File: src/rtl/sequenciador_animacao.sv
`default_nettype none
// ============================================================================
//  Module      : sequenciador_animacao
//  Description : Sprite frame sequencer for the pet display. Produces the
//                current frame index for the sprite ROM from the pet state,
//                advancing once every DIV_QUADRO clocks. Looping states wrap,
//                one-shot states stop on their last frame and pulse
//                fim_animacao, MORTO holds frame 0.
//  Revision    : 1.0 - initial release
// ============================================================================
module sequenciador_animacao #(
    parameter int DIV_QUADRO = 12500000
) (
    input  logic       clk,
    input  logic       rst_n,
    input  logic [2:0] estado,
    output logic [1:0] quadro,
    output logic       fim_animacao,
    output logic       ocupado
);

    // Pet state codes
    localparam logic [2:0] c_idle          = 3'b000;
    localparam logic [2:0] c_dormindo      = 3'b001;
    localparam logic [2:0] c_acordando     = 3'b010;
    localparam logic [2:0] c_comendo       = 3'b011;
    localparam logic [2:0] c_limpando_boca = 3'b100;
    localparam logic [2:0] c_dando_aula    = 3'b101;
    localparam logic [2:0] c_voltando      = 3'b110;
    localparam logic [2:0] c_morto         = 3'b111;

    // Sequencer FSM encoding
    localparam logic       c_rodando   = 1'b0;
    localparam logic       c_concluido = 1'b1;

    // Last prescaler count before the frame tick
    localparam logic [23:0] c_tick_max = 24'(DIV_QUADRO - 1);

    logic [2:0]  r_estado_reg;
    logic [23:0] r_prescaler;
    logic [1:0]  r_quadro;
    logic        r_fim;
    logic        r_state;

    logic        w_state_nxt;
    logic        w_mudanca;
    logic        w_tick;
    logic [1:0]  w_last;
    logic        w_oneshot;
    logic        w_fim_set;
    logic [1:0]  w_quadro_nxt;
    logic        w_ocupado;

    assign w_mudanca = (estado != r_estado_reg);
    assign w_tick    = (r_prescaler == c_tick_max);

    // Frame table: last frame index and one-shot flag for the latched state
    always_comb begin
        w_last    = 2'd3;
        w_oneshot = 1'b0;
        case (r_estado_reg)
            c_idle:          begin w_last = 2'd3; w_oneshot = 1'b0; end
            c_dormindo:      begin w_last = 2'd1; w_oneshot = 1'b0; end
            c_acordando:     begin w_last = 2'd3; w_oneshot = 1'b1; end
            c_comendo:       begin w_last = 2'd3; w_oneshot = 1'b0; end
            c_limpando_boca: begin w_last = 2'd2; w_oneshot = 1'b1; end
            c_dando_aula:    begin w_last = 2'd3; w_oneshot = 1'b0; end
            c_voltando:      begin w_last = 2'd2; w_oneshot = 1'b1; end
            c_morto:         begin w_last = 2'd0; w_oneshot = 1'b0; end
            default:         begin w_last = 2'd3; w_oneshot = 1'b0; end
        endcase
    end

    // Frame advance: step, wrap for loops, hold at last frame otherwise
    always_comb begin
        w_quadro_nxt = r_quadro;
        w_fim_set    = 1'b0;
        if (r_state == c_rodando && w_tick) begin
            if (r_quadro < w_last) begin
                w_quadro_nxt = r_quadro + 2'd1;
            end else if (w_oneshot) begin
                w_fim_set = 1'b1;
            end else begin
                w_quadro_nxt = 2'd0;
            end
        end
    end

    // FSM state register
    always_ff @(posedge clk) begin
        if (!rst_n) begin
            r_state <= c_rodando;
        end else begin
            r_state <= w_state_nxt;
        end
    end

    // FSM next state: a state change always restarts; one-shot end parks it
    always_comb begin
        w_state_nxt = r_state;
        if (w_mudanca) begin
            w_state_nxt = c_rodando;
        end else if (w_fim_set) begin
            w_state_nxt = c_concluido;
        end
    end

    // FSM output: busy while a one-shot animation is still running
    always_comb begin
        w_ocupado = 1'b0;
        if (r_state == c_rodando && w_oneshot) begin
            w_ocupado = 1'b1;
        end
    end

    // Datapath: state latch, prescaler, frame index and end-of-animation pulse
    always_ff @(posedge clk) begin
        if (!rst_n) begin
            r_estado_reg <= c_idle;
            r_prescaler  <= 24'd0;
            r_quadro     <= 2'd0;
            r_fim        <= 1'b0;
        end else if (w_mudanca) begin
            r_estado_reg <= estado;
            r_prescaler  <= 24'd0;
            r_quadro     <= 2'd0;
            r_fim        <= 1'b0;
        end else begin
            r_prescaler  <= w_tick ? 24'd0 : r_prescaler + 24'd1;
            r_quadro     <= w_quadro_nxt;
            r_fim        <= w_fim_set;
        end
    end

    assign quadro       = r_quadro;
    assign fim_animacao = r_fim;
    assign ocupado      = w_ocupado;

endmodule
`default_nettype wire
File: config.mk
export PLATFORM = sky130hd
export DESIGN_NAME = sequenciador_animacao
export DESIGN_NICKNAME = d
export VERILOG_FILES = /design/src/rtl/sequenciador_animacao.sv
export SDC_FILE = /design/constraint.sdc
export NUM_CORES = 1
export LEC_CHECK = 0
export CORE_MARGIN = 5
export CORE_UTILIZATION = 45
export DETAILED_ROUTE_END_ITERATION = 10
export PLACE_DENSITY = 0.65
export SLEW_MARGIN = 30
export SYNTH_ARGS = -nofsm -noshare
export SYNTH_HDL_FRONTEND = slang
export SYNTH_SLANG_ARGS = --single-unit
File: constraint.sdc
create_clock -name clk -period 2 [get_ports clk]
set_input_delay 0.4 -clock clk [delete_from_list [all_inputs] [get_ports clk]]
set_output_delay 0.4 -clock clk [all_outputs]
set_load 0.05 [all_outputs]
==> results of run 1 <==
[per-layer routing]
layer,track usage,wire (um),vias up
met4,0.0702,47,0
met3,0.0348,97,6
li1,-,-,707
met2,0.250,1600,18
met5,0,0,-
met1,0.165,1570,658
[through the flow]
| stage | instances | hold WS [ns] | total power, uW | TNS (ns) | area [um2] |
|---|---|---|---|---|---|
| 6_report | 253 | 0.485 | 1090 | 0 | 1900 |
| 5_1_grt | 253 | 0.526 | 1140 | -0.0170 | 1900 |
| 4_1_cts | 253 | 0.489 | 1100 | 0 | 1870 |
| 3_5_place_dp | 246 | 0.473 | 756 | 0 | 1830 |
| 3_3_place_gp | 246 | 0.446 | 754 | 0 | 1830 |
| 2_1_floorplan | 182 | 0.429 | 737 | 0 | 1600 |
[cell type report]
type	instances	share of cell area
clock buffers	7	0.0238
flip-flops and latches	34	0.360
multi-input cells	131	0.449
repair buffers	25	0.117
well taps	46	0.0304
inverters	10	0.0198
[power by group through the flow]
stage / Sequential, uW / Clock (uW) / Combinational [uW]
floorplan: 703 / 0 / 33.8
global placement: 704 / 0 / 50.2
detailed placement: 704 / 0 / 51.9
CTS: 689 / 363 / 52.1
global route: 690 / 394 / 56.4
finish: 688 / 352 / 51.9
[cell usage after synthesis (3+ instances only)]
cell / number / area, um2
nor2_1: 16 / 60.1
nand2_1: 9 / 33.8
or4_1: 7 / 52.6
nand4_1: 5 / 31.3
nor4_1: 7 / 43.8
and2_1: 3 / 18.8
clkbuf_1: 3 / 11.3
o31ai_1: 6 / 45.0
o21ai_0: 7 / 35.0
a21oi_1: 13 / 65.1
inv_1: 10 / 37.5
buf_6: 3 / 33.8
xnor2_1: 14 / 123
nand2b_1: 3 / 18.8
or3_1: 7 / 43.8
nand3_1: 8 / 40.0
dfxtp_1: 34 / 681
nor3_1: 3 / 15.0
and4_1: 3 / 26.3
[worst max path at each step]
stage	cells past startpoint	to	startpoint	slack (ns)
after global placement	4	quadro[1]	r_prescaler[9]	0.07
after detailed placement	6	r_prescaler[13]	estado[1]	0.05
after floorplan	6	r_prescaler[22]	r_prescaler[14]	0.04
after CTS	5	r_prescaler[3]	r_prescaler[9]	0.03
final	5	r_prescaler[3]	r_prescaler[9]	0.05
after global routing	5	r_prescaler[17]	r_prescaler[9]	-0.009
[repair_timing]
| action | in CTS | in global routing |
|---|---|---|
| resized for setup | 0 | 7 |
| hold endpoints to repair | 0 | 0 |
| setup endpoints to repair | 0 | 20 |
| hold buffers | 0 | 0 |
[cells by family after synthesis]
family	count (synthesis)	share of synthesized area
compound gates	34	0.133
xor+xnor	15	0.0821
fa+ha+maj	2	0.0156
buf+inv	17	0.0547
flops	34	0.425
simple gates	80	0.289
==> flow_summary.toml, run 1 <==
[placed_design]
pre_cts_slack_ns = 0.0504
place.gp.congestion = 0.859
place_hpwl_um = 2410
port_buffers = 8

[sta]
grt_setup_unrepaired = "yes"
period_minus_slack_ns = 1.95
tightest_slew_ns = 0.501
fmax_ghz = 0.512
slew_violations = 0
finalSetupViolCount = 0
fin_crit_sh = 0.976
worst_slack_ns = 0.0480
slew_headroom = 0.665
clock_skew_ns = 0.00934
hold_viol_final = 0

[critical_path]
r2r_start = "r_prescaler[9]"
cpPeakStageDelay_ns = 0.58
endpoint_kind = "flip-flop"
critical_path_class = "flip-flop to flip-flop"
critPathLaunchType = "flip-flop"
slowest_stage = "or4_4"
cp_cell_sequence = "or4b_1 -> or4_4 -> o21ai_4 -> buf_12 -> nor2_1"
r2r_end = "r_prescaler[3]"
crit_buf_inv = 1
cp.arrival_ns = 2.17
r2r_slack_ns = 0.05
critPathRequiredTime_ns = 2.22
critical_path.max_fanout = 23
r2r_cells = 5
cpLargestDelayFamily = "simple AND/OR/NAND/NOR gates"

[routing]
wl_per_cell_um = 13.1
via_count = 1389
dr.pass1.iters = 4
viasPerCell = 5.49
drt-initial-drc-count = 64
wirelength_um = 3310
post-route-drc-count = 0
antenna_left = 0

[final_layout]
mostFrequentLayoutCells = "dfxtp_1, buf_4, nor2_1"
drive_above_1_share = 0.159
utilization = 0.559
area_growth_pct = 18.5
layout_commonest_cell = "dfxtp_1"
fin_nets = 214
multi_input_area_um2 = 851
largest_reg_flops = 24
n_antenna_cell = 0
fillCellCount = 297
regArea_um2 = 682

[clocking]
clk_pin_slew_ns = 0.10
clockBufferDepth = 2
cts_buffers = 5
clkSinkCount = 34
cts_setup_buffers = 0
cts_tree = "done"
cts-root-buf = "clkbuf_4"
clk-insertion-delay-late_ns = 0.33
h-tree-depth = 2

[min_path]
min-delay-start = "r_prescaler[0]"
min_path_cells = 1
min_path_type = "flip-flop to flip-flop"
worstHoldEndpoint = "r_prescaler[0]"

[synth]
synth.avg_cell_area_um2 = 8.79
synth_edf_count = 0
syn-cell-area_um2 = 1600
synth_nets = 189
ys_seq_area_frac = 0.425
synth_cell_type_count = 37
synth-async-reset-ratio = 0
synth_cells = 182
ys.flop_type = "dfxtp_1"
yosys_warnings = 0
ys_ff_latch = 34

[status]
status = "finished, final reports clean"

[pwr]
clockPowerShare = 0.322
p_int_uw = 841
seqPwrFrac = 0.630
switching_share = 0.230
pwr_density_cell_nw_per_um2 = 576
ir_worst_vdd_mv = 0.379
p_sw_uw = 252
leakage_uw = 0.000645
comb_power_share = 0.048

[global_routing]
grt_first_pass_wirelength_um = 5740
grt_overflow = 0
grt_pass1_vias = 1377
grt_max_degree = 24
antenna_found_initial = 0
grt_usage = 0.144

[die]
row_count = 21
start_util = 0.472
io_pins = 9
die-height_um = 69.6
fp.dieArea_um2 = 4850
fp.coreArea_um2 = 3390
die_w_um = 69.6

[job]
max_cap_violations = 0
Power figures use the tool's default switching activity.
==> inputs of run 2 (changes only) <==
- ABC_AREA: unset -> 1
- PLACE_DENSITY: 0.65 -> unset
==> run 2 against run 1 <==
  * Sequential power is essentially flat
  * Non-clock buffer count fell by 12
  * Sequential cell count stayed put
  * Count of clock-buffer cells in the layout stayed put
  * Core utilization down 2.5 points
==> flow_summary.toml, run 2 <==
[final_layout]
postLayoutCellArea_um2 = 2170
utilization = 0.534
fin_nets = 325
mostFrequentLayoutCells = "nand2_1, inv_1, nor2_1"
drive_above_1_share = 0.0784
largest_reg_flops = 24
area_growth_pct = 14.2
n_antenna_cell = 0
layout_commonest_cell = "nand2_1"

[pwr]
leakage_uw = 0.000777
pwr_density_cell_nw_per_um2 = 628
ir_worst_vdd_mv = 0.464
total_power_uw = 1360

[clocking]
cts_setup_buffers = 0
clockBufferDepth = 2
cts_resized = 0
clkSinkCount = 34
cts_tree = "done"
clk-insertion-delay-late_ns = 0.29
cts-root-buf = "clkbuf_8"
cts_hold_buf = 0
cts_buffers = 5
clk_pin_slew_ns = 0.06
h-tree-depth = 2

[synth]
ys.flop_type = "dfxtp_1"
syn-cell-area_um2 = 1900
muxShareOfSynthArea = 0
synth-simple-area-share = 0.439
synth_xor_area_frac = 0.0138
synth_edf_count = 0
ys_seq_area_frac = 0.358
synth_nets = 308
synth_top_family_by_area = "simple AND/OR/NAND/NOR gates"
yosys_warnings = 0
synth_cell_type_count = 24
synthAdderAreaFrac = 0.0132
synth-async-reset-ratio = 0
netlist_top_cells_count = "nand2_1, inv_1, nor2_1"
yosysMostFrequentCell = "nand2_1"
synth_compound_area_frac = 0.0599
ys_ff_latch = 34
synth_top_area_cell = "dfxtp_1"
synth.avg_cell_area_um2 = 6.31
synth_top_cell_area_share = 0.358
synth_cells = 301
synth_area_leaders = "dfxtp_1, nand2_1, inv_1"

[global_routing]
antenna_found_initial = 0
grt_first_pass_wirelength_um = 7600
grt_max_degree = 23
grt_pass1_vias = 1692
grt_overflow = 0
grt_usage = 0.178

[sta]
period_minus_slack_ns = 1.95
slew_violations = 0
finalSetupViolCount = 0
hold_viol_final = 0
grt_setup_unrepaired = "no"
fmax_ghz = 0.514
finalSetupTns_ns = 0
slew_headroom = 0.667
fin_crit_sh = 0.973
clock_skew_ns = 0.00243
tightest_slew_ns = 0.498

[routing]
antenna_left = 0
wl_per_cell_um = 11.7
drt-initial-drc-count = 111
post-route-drc-count = 0
via_count = 1806
dr.pass1.iters = 4
wirelength_um = 4310
viasPerCell = 4.89

[critical_path]
endpoint_kind = "output pin"
critical_path.max_fanout = 5
cpLargestDelayFamily = "buffers and inverters"
cpPeakStageDelay_ns = 0.84
crit_buf_inv = 1
critPathLaunchType = "flip-flop"
critical_path_class = "flip-flop to output pin"
slowest_stage = "clkdlybuf4s50_1"
cp.arrival_ns = 1.55
cp_cell_sequence = "clkdlybuf4s50_1"
critPathRequiredTime_ns = 1.60

[die]
die_w_um = 75.0
start_util = 0.468
die-height_um = 75.0
fp.dieArea_um2 = 5620
io_pins = 9
row_count = 23
fp.coreArea_um2 = 4060

[status]
status = "finished, final reports clean"

[min_path]
min_path_type = "flip-flop to flip-flop"

[placed_design]
place_area_um2 = 2060
place.gp.congestion = 0.848
port_buffers = 8
place_hpwl_um = 3310

[job]
max_cap_violations = 0
run 2: cell count changes after synthesis, sizes merged, moves of 4 or more:
cell   delta
or4       -8
o21ai     -4
o31ai     -6
nand4     +6
nor3     +13
nand2    +74
inv      +41
nor2     +38
nand3     +9
xnor2    -12
nor4      -6
or3       -7
run 2: final timing paths:
kind | from | to | slack, ns | cells past startpoint
max reg2reg | r_prescaler[1] | r_prescaler[15] | 0.32 | 7
max | quadro[0] | quadro[0] | 0.05 | 1
min | r_prescaler[23] | r_prescaler[23] | 0.47 | 2
min reg2reg | r_prescaler[23] | r_prescaler[23] | 0.47 | 2
run 2: cell families after synthesis:
kind of cell	count (synthesis)
simple gates	186
xor+xnor	3
flops	34
fa+ha+maj	2
compound gates	22
buf+inv	54
run 2: power by group:
| group | total (uW) | internal, uW | switching (uW) |
|---|---|---|---|
| Sequential | 688 | 685 | 3.23 |
| Clock | 613 | 372 | 241 |
| Combinational | 60.4 | 24.0 | 36.4 |
run 2: area by class of cell:
class,instances,area [um2]
timing repair buffer,13,128
tap,50,62.6
fill,410,1890
sequential,34,681
multi-input combinational,213,1000
clock inverter,1,30.0
inverter,51,191
clock buffer,7,76.3
run 2: through the flow:
| stage | hold slack (ns) | cells | worst slack, ns |
|---|---|---|---|
| 3_3_place_gp | 0.454 | 361 | 0.181 |
| 2_1_floorplan | 0.444 | 301 | 0.432 |
| 5_1_grt | 0.489 | 369 | 0.0226 |
| 6_report | 0.469 | 369 | 0.0531 |
| 4_1_cts | 0.467 | 369 | 0.0461 |
| 3_5_place_dp | 0.456 | 361 | 0.120 |
run 2: layer usage:
metal	vias up	GRT usage	part of all wire
met5	-	0	0
met4	0	0.0791	0.018
met3	8	0.0427	0.060
met2	38	0.258	0.42
met1	779	0.249	0.50
li1	981	-	-
==> inputs of run 3 (changes only) <==
- SKIP_LAST_GASP: unset -> 1
==> results of run 3 <==
Same layout as run 2: the final DEF is identical, and so are final timing and power.
